[src/rtl/softmax_max_sub.sv]
`default_nettype none
// ============================================================================
// Module   : softmax_max_sub
// Purpose  : Softmax front end. Buffers one vector while tracking its signed
//            maximum, then replays each element as (x - max) <= 0.
//            Optional macro SOFTMAX_SAT_EN clamps the output to -2^(DW-1).
// Revision : 1.0 - initial release
// ============================================================================
module softmax_max_sub #(
  parameter int DATA_WIDTH = 8,
  parameter int VEC_LEN    = 8
) (
  input  logic                         clk,
  input  logic                         rst,
  input  logic                         in_valid,
  output logic                         in_ready,
  input  logic signed [DATA_WIDTH-1:0] in_data,
  input  logic                         in_last,
  output logic                         out_valid,
  input  logic                         out_ready,
  output logic signed [DATA_WIDTH:0]   out_data,
  output logic                         out_last,
  output logic signed [DATA_WIDTH-1:0] max_val
);

  localparam int            CW       = (VEC_LEN > 1) ? $clog2(VEC_LEN) : 1;
  localparam logic [CW-1:0] LAST_IDX = CW'(VEC_LEN - 1);
  localparam logic signed [DATA_WIDTH:0] SAT_FLOOR = {2'b11, {(DATA_WIDTH-1){1'b0}}};

  typedef enum logic [0:0] {
    S_LOAD = 1'b0,
    S_EMIT = 1'b1
  } state_t;

  state_t                       state_q, state_d;
  logic [CW-1:0]                wr_cnt_q, wr_cnt_d;
  logic [CW-1:0]                rd_cnt_q, rd_cnt_d;
  logic [CW-1:0]                last_idx_q, last_idx_d;
  logic signed [DATA_WIDTH-1:0] max_q, max_d;
  logic                         in_ready_q, in_ready_d;
  logic                         out_valid_q, out_valid_d;
  logic                         out_last_q, out_last_d;
  logic signed [DATA_WIDTH:0]   out_data_q, out_data_d;
  logic signed [DATA_WIDTH-1:0] mem_q [VEC_LEN];

  logic                         w_in_fire;
  logic                         w_out_fire;
  logic                         w_vec_end;
  logic signed [DATA_WIDTH-1:0] w_max_nxt;
  logic signed [DATA_WIDTH-1:0] w_first;
  logic [CW-1:0]                w_rd_nxt;

  function automatic logic signed [DATA_WIDTH:0] sub_max(
    input logic signed [DATA_WIDTH-1:0] x,
    input logic signed [DATA_WIDTH-1:0] m
  );
    logic signed [DATA_WIDTH:0] d;
    d = {x[DATA_WIDTH-1], x} - {m[DATA_WIDTH-1], m};
`ifdef SOFTMAX_SAT_EN
    if (d < SAT_FLOOR) begin
      d = SAT_FLOOR;
    end
`endif
    return d;
  endfunction

  assign w_in_fire  = in_valid && in_ready_q && (state_q == S_LOAD);
  assign w_out_fire = out_valid_q && out_ready;
  assign w_vec_end  = in_last || (wr_cnt_q == LAST_IDX);
  assign w_rd_nxt   = rd_cnt_q + CW'(1);

  // Max including the element being accepted now; ties keep the old max.
  assign w_max_nxt = ((wr_cnt_q == '0) || (in_data > max_q)) ? in_data : max_q;
  // Element 0 is presented the cycle after the last input, so it may still be on the bus.
  assign w_first   = (wr_cnt_q == '0) ? in_data : mem_q[0];

  always_comb begin
    state_d     = state_q;
    wr_cnt_d    = wr_cnt_q;
    rd_cnt_d    = rd_cnt_q;
    last_idx_d  = last_idx_q;
    max_d       = max_q;
    out_valid_d = out_valid_q;
    out_data_d  = out_data_q;
    out_last_d  = out_last_q;

    case (state_q)
      S_LOAD: begin
        if (w_in_fire) begin
          max_d    = w_max_nxt;
          wr_cnt_d = wr_cnt_q + CW'(1);
          if (w_vec_end) begin
            last_idx_d  = wr_cnt_q;
            rd_cnt_d    = '0;
            state_d     = S_EMIT;
            out_valid_d = 1'b1;
            out_data_d  = sub_max(w_first, w_max_nxt);
            out_last_d  = (wr_cnt_q == '0);
          end
        end
      end
      S_EMIT: begin
        if (w_out_fire) begin
          if (out_last_q) begin
            state_d     = S_LOAD;
            wr_cnt_d    = '0;
            rd_cnt_d    = '0;
            out_valid_d = 1'b0;
            out_data_d  = '0;
            out_last_d  = 1'b0;
          end else begin
            rd_cnt_d   = w_rd_nxt;
            out_data_d = sub_max(mem_q[w_rd_nxt], max_q);
            out_last_d = (w_rd_nxt == last_idx_q);
          end
        end
      end
      default: state_d = S_LOAD;
    endcase

    in_ready_d = (state_d == S_LOAD);
  end

  always_ff @(posedge clk or posedge rst) begin
    if (rst) begin
      state_q     <= S_LOAD;
      wr_cnt_q    <= '0;
      rd_cnt_q    <= '0;
      last_idx_q  <= '0;
      max_q       <= '0;
      in_ready_q  <= 1'b0;
      out_valid_q <= 1'b0;
      out_data_q  <= '0;
      out_last_q  <= 1'b0;
    end else begin
      state_q     <= state_d;
      wr_cnt_q    <= wr_cnt_d;
      rd_cnt_q    <= rd_cnt_d;
      last_idx_q  <= last_idx_d;
      max_q       <= max_d;
      in_ready_q  <= in_ready_d;
      out_valid_q <= out_valid_d;
      out_data_q  <= out_data_d;
      out_last_q  <= out_last_d;
    end
  end

  // Buffer contents are only read after being written, so no reset is needed.
  always_ff @(posedge clk) begin
    if (w_in_fire) begin
      mem_q[wr_cnt_q] <= in_data;
    end
  end

  assign in_ready  = in_ready_q;
  assign out_valid = out_valid_q;
  assign out_data  = out_data_q;
  assign out_last  = out_last_q;
  assign max_val   = max_q;

endmodule
`default_nettype wire

[config.mk]
export PLATFORM = sky130hd
export DESIGN_NAME = softmax_max_sub
export DESIGN_NICKNAME = d
export VERILOG_FILES = /design/src/rtl/softmax_max_sub.sv
export SDC_FILE = /design/constraint.sdc
export NUM_CORES = 1
export LEC_CHECK = 0
export BUFFER_PORTS_ARGS = -buffer_cell sky130_fd_sc_hd__buf_4
export CAP_MARGIN = 20
export CELL_PAD_IN_SITES_DETAIL_PLACEMENT = 0
export CELL_PAD_IN_SITES_GLOBAL_PLACEMENT = 1
export CORE_MARGIN = 2
export CORE_UTILIZATION = 45
export DETAILED_ROUTE_END_ITERATION = 10
export GPL_TIMING_DRIVEN = 1
export MAX_ROUTING_LAYER = met4
export PLACE_DENSITY_LB_ADDON = 0.1
export SYNTH_ARGS = -nofsm -noshare
export SYNTH_HDL_FRONTEND = slang
export SYNTH_SLANG_ARGS = --single-unit
[constraint.sdc]
create_clock -name clk -period 3.1 [get_ports clk]
set_input_delay 0.155 -clock clk [delete_from_list [all_inputs] [get_ports clk]]
set_output_delay 0.155 -clock clk [all_outputs]
set_load 0.03 [all_outputs]
==> results of run 1 <==
==> area by class of cell <==
| cell class | count | area share |
|---|---|---|
| inverters | 20 | 0.0120 |
| multi-input cells | 249 | 0.362 |
| clock buffers | 11 | 0.0227 |
| repair buffers | 113 | 0.139 |
| clock inverters | 5 | 0.00682 |
| flip-flops and latches | 94 | 0.430 |
| well taps | 140 | 0.0281 |
==> state kept, by name (all words and copies together) (netlist names) <==
signal	cells
in_ready	1
last_idx_q	3
max_val	8
mem_q	64
out_data	9
out_last	1
out_valid	1
rd_cnt_q	3
state_q	1
wr_cnt_q	3
==> per-stage QoR <==
| stage | worst slack (ns) | util | cell area (sq um) | hold slack, ns | std cells |
|---|---|---|---|---|---|
| after floorplan | -0.0940 | - | 4950 | 0.245 | 373 |
| after global placement | -0.311 | 0.541 | 5820 | 0.393 | 602 |
| after detailed placement | -0.288 | 0.541 | 5820 | 0.380 | 602 |
| after CTS | -0.129 | 0.569 | 6110 | 0.128 | 623 |
| after global routing | -0.337 | 0.581 | 6240 | 0.142 | 632 |
| final | -0.162 | 0.581 | 6240 | 0.138 | 632 |
==> power by group <==
group	total, W	internal, W	switching [W]	leakage (nW)
Sequential	0.00172	0.00156	0.000161	0.937
Clock	0.000774	0.000323	0.000451	0.0841
Combinational	0.00469	0.00236	0.00233	1.44
==> metal layers <==
layer	GRT usage	vias to the layer above	wire length [um]
met5	-	-	0
met4	0.0540	0	173
met3	0.0301	11	622
met2	0.390	74	6220
met1	0.312	1718	5460
li1	-	1653	-
==> worst max-delay path: cells and delay by family (launching register included) <==
kind	cells	cell delay, ns
AOI/OAI and AO/OA	6	1.45
adders and majority gates	2	0.61
DFF	1	0.38
muxes	2	0.30
buffers and inverters	2	0.22
and+or+nand+nor	1	0.17
==> how the worst min path moves through the flow <==
stage	start	end	slack, ns	depth (start not counted)
2_1_floorplan	rst	in_ready$_DFF_PP0_	0.25	1
3_3_place_gp	rst	last_idx_q[2]$_DFFE_PP0P_	0.39	2
3_5_place_dp	rst	last_idx_q[2]$_DFFE_PP0P_	0.38	2
4_1_cts	in_data[0]	mem_q[4][0]$_DFFE_PP_	0.13	2
5_1_grt	in_data[0]	mem_q[2][0]$_DFFE_PP_	0.14	2
6_report	in_data[0]	mem_q[6][0]$_DFFE_PP_	0.14	2
==> layout by cell type, fill, tap and decap left out, drive strengths merged, types with 13 or more instances in the layout <==
master / instances
buf: 112
edfxtp: 64
dfrtp: 30
ha: 28
nand2: 27
nor2: 26
inv: 22
mux4: 16
mux2: 16
a21oi: 15
o21ai: 13
==> cells in the mapped netlist (4+ instances only) <==
cell	count	area (sq um)
a211oi_1	4	30.0
a21oi_1	15	75.1
clkbuf_1	5	18.8
dfrtp_1	30	751
edfxtp_1	64	1920
ha_1	28	350
inv_1	20	75.1
mux2_2	15	169
mux2i_1	11	110
mux4_2	16	360
nand2_1	27	101
nand2b_1	5	31.3
nor2_1	24	90.1
nor2b_1	8	50.1
nor3_1	7	35.0
o21a_1	9	67.6
o21ai_0	12	60.1
o22ai_1	8	50.1
xor2_1	5	43.8
==> kinds of logic (layout without fill, tap and decap cells) <==
group           Yosys count  in the layout  share of synthesized area
buf+inv                  30            149                     0.0245
mux                      43             43                      0.133
fa+ha+maj                30             30                     0.0796
compound gates           75             75                      0.107
xor+xnor                  8              8                     0.0143
simple gates             93             93                     0.0964
flops                    94             94                      0.545
==> timing repair <==
action / CTS / global route
gates resized for setup: 16 / 10
pin swaps: 10 / 16
endpoints found under the setup margin: 6 / 6
endpoints found under the hold margin: 19 / 0
setup buffers: 4 / 9
hold buffers: 1 / 0
==> out/metrics.cfg, run 1 <==
[clock_tree]
insertion_delay_ns=0.36
cts_buffers=9
htree_levels=3
clockBufferDepth=2
clk_pin_slew_ns=0.11
cts_root_buf=clkbuf_8
clkSinkCount=94
cts_tree=yes

[sta]
drv_slew=0
setup_tns_ns=-0.670
maxSlewHeadroom=0.389
min_period_ns=3.26
rsz0062_at_grt=yes
hold_viol=0
fin_crit_sh=1.05
worst_pin_slew_ns=0.913
max_freq_ghz=0.307
fin_ws_ns=-0.162
clock_skew_ns=0.0149
setup_viol=6

[hold_path]
min_path_type=in2reg

[yosys]
synth_fp_nets=416
synthesis.area_sq_um=4910
synth.avg_cell_area_sq_um=13.2
synthCells=373
synth_ff_type=edfxtp_1
yosysSeqAreaShare=0.545
synth_edf_count=64
synth_seq_cells=94
yosysWarnings=0
synth_cell_type_count=54
synth-async-reset-ratio=0.319

[flow_run]
maxCapViolCount=0

[global_route]
grt.overflow.total=0
grt_use_total=0.236
antenna_found_initial=0
grt_max_degree=21
grt_pass1_vias=3560
grt_pass1_wl_um=19700

[setup_path]
crit_end=out_data[5]$_DFFE_PP0P_
r2r_cells=13
r2r_start=max_val[4]$_DFFE_PP0P_
cp_data_required_time_ns=3.34
critPathMaxStageDelay_ns=0.38
crit_start=max_val[4]$_DFFE_PP0P_
cp-start-kind=flip-flop
cp.arrival_ns=3.51
cp_cell_sequence=inv_2, ha_1, nand4_1, o32a_1, o32ai_4, buf_6, mux2i_1, ha_1, o21a_1, o31a_1, mux2i_1, a21oi_1, o32a_1
endpoint_kind=flip-flop
slowest_stage=dfrtp_2
reg2reg_to=out_data[5]$_DFFE_PP0P_
crit_type=reg2reg
critPathMaxFanout=6
r2r_slack_ns=-0.16

[final_layout]
seq_area_sq_um=2680
nets=530
multi_input_area_sq_um=2260
nFillCells=943
area_growth_pct=27.2
antenna_cells=0
drive_gt1_frac=0.402

[routing]
drt_pass1_iterations=4
drc_errors=0
wl_per_cell_um=19.7
drt_iter0_markers=230
drtAntennaViolNets=0
via_per_inst=5.47
via_count=3456
wirelength_um=12500

[run_status]
violations=negative setup slack
status=complete, but fails checks

[place]
gp_congestion=0.847
dpl.hpwl_um=9190
io_buffers=32

[floorplanning]
rows=38
die_x_um=108
initial_core_util=0.457
coreArea_sq_um=10700
dieHeight_um=108
ios=33
dieArea_sq_um=11800

[power]
peakVddDrop_mv=0.622
cellLeakagePower_nw=2.46
power_density_nw_per_um2=1150
power_w=0.00719

Note: power is estimated with default switching activity, not from simulation.
==> inputs of run 2 (changes only) <==
- CELL_PAD_IN_SITES_DETAIL_PLACEMENT: 0 -> unset
- CELL_PAD_IN_SITES_GLOBAL_PLACEMENT: 1 -> unset
- CORE_UTILIZATION: 45 -> 55
- PLACE_DENSITY: unset -> 0.76
- PLACE_DENSITY_LB_ADDON: 0.1 -> unset
==> run 2 against run 1 <==
Compared with the run above:
- the run still ends with negative setup slack left
- highest routed layer unchanged
- critical endpoint is now out_data[7]$_DFFE_PP0P_
- worst setup slack better by 0.019 ns
- maximum frequency is 0.58% higher
- largest cell class unchanged
- non-clock buffer count is 6 lower
- largest power group unchanged
==> out/metrics.cfg, run 2 (synthesized netlist as in run 1, its figures left out) <==
[run_status]
status=complete, but fails checks
violations=negative setup slack

[power]
comb_power_share=0.637
power_frac_seq=0.242
p_sw_frac=0.407
p_clk_frac=0.121
power_w=0.00708
peakVddDrop_mv=0.696
power_density_nw_per_um2=1150
cellLeakagePower_nw=2.44
p_switching_w=0.00289
intPower_w=0.00420

[setup_path]
crit_type=reg2reg
endpoint_kind=flip-flop
cp.arrival_ns=3.49
cp_data_required_time_ns=3.35
critPathMaxFanout=3
cp-start-kind=flip-flop

[place]
dpl.hpwl_um=8620
io_buffers=32
gp_congestion=0.880
dp_slack_ns=-0.187
dp_cells=567

[sta]
hold_viol=0
worst_pin_slew_ns=0.989
fin_ws_ns=-0.143
drv_slew=0
max_freq_ghz=0.308
rsz0062_at_grt=yes
setup_viol=5
maxSlewHeadroom=0.340
clock_skew_ns=0.0147
fin_crit_sh=1.05
min_period_ns=3.24

[floorplanning]
rows=34
ios=33
coreArea_sq_um=8680
dieHeight_um=98.5
initial_core_util=0.565
die_x_um=98.5
dieArea_sq_um=9690

[global_route]
grt.overflow.total=0
antenna_found_initial=0
grt_pass1_wl_um=19200
grt_use_total=0.268
grt_max_degree=24
grt_pass1_vias=3726

[final_layout]
nets=524
stdcell_count=594
area_growth_pct=25.3
largest_register_ff_count=64
nFillCells=616
antenna_cells=0
regMostFlops=mem_q
fin_util=0.708
final_cell_mix=buf_4, edfxtp_1, nand2_1
drive_gt1_frac=0.387
final_common_cell=buf_4

[routing]
wirelength_um=11800
drt_iter0_markers=176
drt_pass1_iterations=4
via_count=3523
drc_errors=0
drtAntennaViolNets=0
via_per_inst=5.93
wl_per_cell_um=19.9

[clock_tree]
insertion_delay_ns=0.37
clockBufferDepth=2
htree_levels=3
cts_hold_buffers=0
cts_root_buf=clkbuf_8
cts_buffers=9
cts_tree=yes
clkSinkCount=94
clk_pin_slew_ns=0.10

[hold_path]
min_path_type=in2async

[flow_run]
maxCapViolCount=0

-- run 2: changes by cell type in the layout (fill, tap and decap cells not counted), moves of 2 or more --
cell | previous run | this run
a211oi_1 | 2 | 4
a211oi_2 | 2 | 0
buf_4 | 109 | 102
buf_6 | 2 | 4
clkinvlp_4 | 3 | 1
-- run 2: final timing paths --
check / from / to / slack (ns) / depth (start not counted)
min: rst / in_ready$_DFF_PP0_ / 0.01 / 2
min in group clk: in_data[0] / mem_q[1][0]$_DFFE_PP_ / 0.13 / 2
max in group asynchronous: rst / out_data[3]$_DFFE_PP0P_ / 2.40 / 3
max: max_val[7]$_DFFE_PP0P_ / out_data[7]$_DFFE_PP0P_ / -0.14 / 13
max reg2reg: max_val[7]$_DFFE_PP0P_ / out_data[7]$_DFFE_PP0P_ / -0.14 / 13
min reg2reg: out_data[2]$_DFFE_PP0P_ / out_data[2]$_DFFE_PP0P_ / 0.51 / 1
-- run 2: power by group through the flow --
stage	clock network (W)	registers [W]	logic [W]
after global routing	0.000909	0.00174	0.00490
after global placement	0	0.00172	0.00407
after detailed placement	0	0.00173	0.00417
final	0.000857	0.00172	0.00451
after CTS	0.000866	0.00171	0.00438
after floorplan	0	0.00197	0.00247
-- run 2: cell type report --
type,instances,area [sq um],share of cell area
multi-input combinational,249,2220,0.361
inverter,20,75.1,0.0122
sequential,94,2680,0.436
timing repair buffer,107,831,0.135
clock inverter,7,78.8,0.0128
clock buffer,9,124,0.0202
tap,108,135,0.0220
-- run 2: worst max-delay path, stage by stage (launching register included) --
cell	delay [ns]
dfrtp_2	0.37
inv_2	0.05
ha_4	0.27
nand4_1	0.21
o32a_1	0.39
o32ai_4	0.20
mux2i_1	0.29
ha_1	0.27
nor2b_1	0.14
o31a_1	0.32
buf_4	0.17
o31ai_4	0.18
xor2_1	0.16
o221ai_1	0.11
-- run 2: through the flow --
stage	cell area [sq um]	hold slack, ns	TNS [ns]
floorplan	4950	0.245	-0.275
global placement	5770	0.412	-0.524
detailed placement	5770	0.443	-0.690
CTS	6090	0.0201	-0.141
global route	6150	0.0579	-1.38
finish	6150	0.0101	-0.391
-- run 2: routing by layer --
layer,track usage,vias up,part of all wire
li1,-,1642,-
met1,0.338,1773,0.43
met2,0.440,87,0.50
met3,0.0468,21,0.050
met4,0.100,0,0.026
met5,-,-,0
-- run 2: repair_timing --
action                     4_1_cts  5_1_grt
buffers inserted                 5        6
gates resized for setup         16        2
pin swaps                        9        9
setup endpoints to repair        5        7
==> inputs of run 3 (changes only) <==
==> constraint.sdc (replaced) <==
create_clock -name clk -period 3.1 [get_ports clk]
set_input_delay 0.155 -clock clk [delete_from_list [all_inputs] [get_ports clk]]
set_output_delay 0.155 -clock clk [all_outputs]
set_load 0.1 [all_outputs]
==> run 3 against run 2 <==
Compared with the run above:
- the run still ends with negative setup slack left
- sequential share of layout area increased by 0.28 points
- die area unchanged
- critical path depth increased by 1
- wire length decreased by 2.5%
- first-iteration DRC count decreased by 4.0%
- clock skew increased by 0.0018 ns
- via count decreased by 1.7%
- cell area about the same
- non-clock buffer count decreased by 8
- utilization about the same
- sequential cell count unchanged
- final cell count decreased by 1.3%
- largest cell class unchanged
==> out/metrics.cfg, run 3 (synthesized netlist as in run 1, its figures left out) <==
[sta]
worst_pin_slew_ns=0.801
fin_crit_sh=1.05
clock_skew_ns=0.0165
setup_viol=5
drv_slew=0
min_period_ns=3.25
fin_ws_ns=-0.151
rsz0062_at_grt=yes
max_freq_ghz=0.308
hold_viol=0
maxSlewHeadroom=0.464

[clock_tree]
insertion_delay_ns=0.38
clkSinkCount=94
htree_levels=3
clk_pin_slew_ns=0.10
cts_root_buf=clkbuf_8
cts_buffers=9
clockBufferDepth=2
cts_tree=yes

[routing]
drc_errors=0
drt_iter0_markers=169
drtAntennaViolNets=0
wirelength_um=11500
via_count=3462
wl_per_cell_um=19.6
drt_pass1_iterations=5
via_per_inst=5.91

[global_route]
grt_max_degree=20
grt.overflow.total=0
grt_use_total=0.263
antenna_found_initial=0
grt_pass1_vias=3612
grt_pass1_wl_um=18800

[flow_run]
maxCapViolCount=0

[hold_path]
min_path_type=in2reg

[setup_path]
endpoint_kind=flip-flop
cpMostUsedCell=nand4_1
slowest_stage=dfrtp_4
cp.arrival_ns=3.52
cp_data_required_time_ns=3.36
cp_cell_sequence=inv_4, ha_4, nand4_1, o32a_1, o32ai_4, buf_6, o21ai_1, ha_2, fa_2, nor2b_2, o31a_1, mux2i_1, nand4_1, o21a_1
path_buf_inv=2
crit_type=reg2reg
critPathMaxFanout=6
critPathMaxStageDelay_ns=0.44
r2r_slack_ns=-0.15
path_delay_family=compound AO/OA/AOI/OAI gates
cp-start-kind=flip-flop

[floorplanning]
die_x_um=98.5
coreArea_sq_um=8680
rows=34
initial_core_util=0.565
dieArea_sq_um=9690
dieHeight_um=98.5
ios=33

[final_layout]
final_cell_mix=buf_4, edfxtp_1, nand2_1
seq_area_sq_um=2700
fin_util=0.709
nets=516
nFillCells=632
largest_register_ff_count=64
multi_input_area_sq_um=2260
antenna_cells=0
final_common_cell=buf_4
regMostFlops=mem_q
drive_gt1_frac=0.391
area_growth_pct=25.3

[run_status]
violations=negative setup slack
status=complete, but fails checks

[place]
dpl.hpwl_um=8710
gp_congestion=0.907
io_buffers=32

-- run 3: through the flow --
step	instance area (sq um)	instances	hold WS (ns)	worst slack, ns	TNS (ns)
after global routing	6150	586	0.146	-0.318	-1.52
after floorplan	5020	373	0.246	-0.240	-0.982
final	6150	586	0.147	-0.151	-0.657
after CTS	6130	586	0.144	-0.119	-0.514
after detailed placement	5820	566	0.253	-0.161	-0.700
after global placement	5820	566	0.247	-0.101	-0.289
-- run 3: worst reg2reg max path, cell delays in order, from the launching register on --
cell	delay, ns
dfrtp_4	0.44
inv_4	0.04
ha_4	0.26
nand4_1	0.18
o32a_1	0.37
o32ai_4	0.21
buf_6	0.18
o21ai_1	0.07
ha_2	0.20
fa_2	0.36
nor2b_2	0.14
o31a_1	0.23
mux2i_1	0.24
nand4_1	0.11
o21a_1	0.13
-- run 3: metal layers --
| metal | share of wire | up-vias | GRT usage | wire (um) |
|---|---|---|---|---|
| met5 | 0 | - | - | 0 |
| met4 | 0.0076 | 0 | 0.0590 | 88 |
| met3 | 0.040 | 7 | 0.0475 | 466 |
| met2 | 0.51 | 82 | 0.433 | 5820 |
| met1 | 0.45 | 1750 | 0.347 | 5140 |
| li1 | - | 1623 | - | - |
-- run 3: final cells by class --
class	instances	share of cell area
tap	108	0.0220
clock buffer	9	0.0201
inverter	20	0.0138
sequential	94	0.439
clock inverter	7	0.0140
timing repair buffer	99	0.124
multi-input combinational	249	0.367
-- run 3: worst paths after layout --
path                                          from                        end  depth (start not counted)
setup / recovery            max_val[5]$_DFFE_PP0P_    out_data[6]$_DFFE_PP0P_                         14
hold / removal                          in_data[0]      mem_q[5][0]$_DFFE_PP_                          2
setup reg to reg            max_val[5]$_DFFE_PP0P_    out_data[6]$_DFFE_PP0P_                         14
hold reg to reg            out_data[2]$_DFFE_PP0P_    out_data[2]$_DFFE_PP0P_                          1
max in group asynchronous                      rst     max_val[3]$_DFFE_PP0P_                          4
min in group asynchronous                      rst  last_idx_q[2]$_DFFE_PP0P_                          3
-- run 3: timing repair --
action | 4_1_cts | 5_1_grt
hold buffers | 1 | 0
buffers inserted | 3 | 0
endpoints found under the hold margin | 14 | 0
cloned | 0 | 0
endpoints found under the setup margin | 5 | 7
resized for setup | 13 | 5
pin swaps | 8 | 1
Power of run 3 is left out: the tool's default activity adds up to more than one toggle a clock period on the data nets, which glitch-free logic cannot reach.
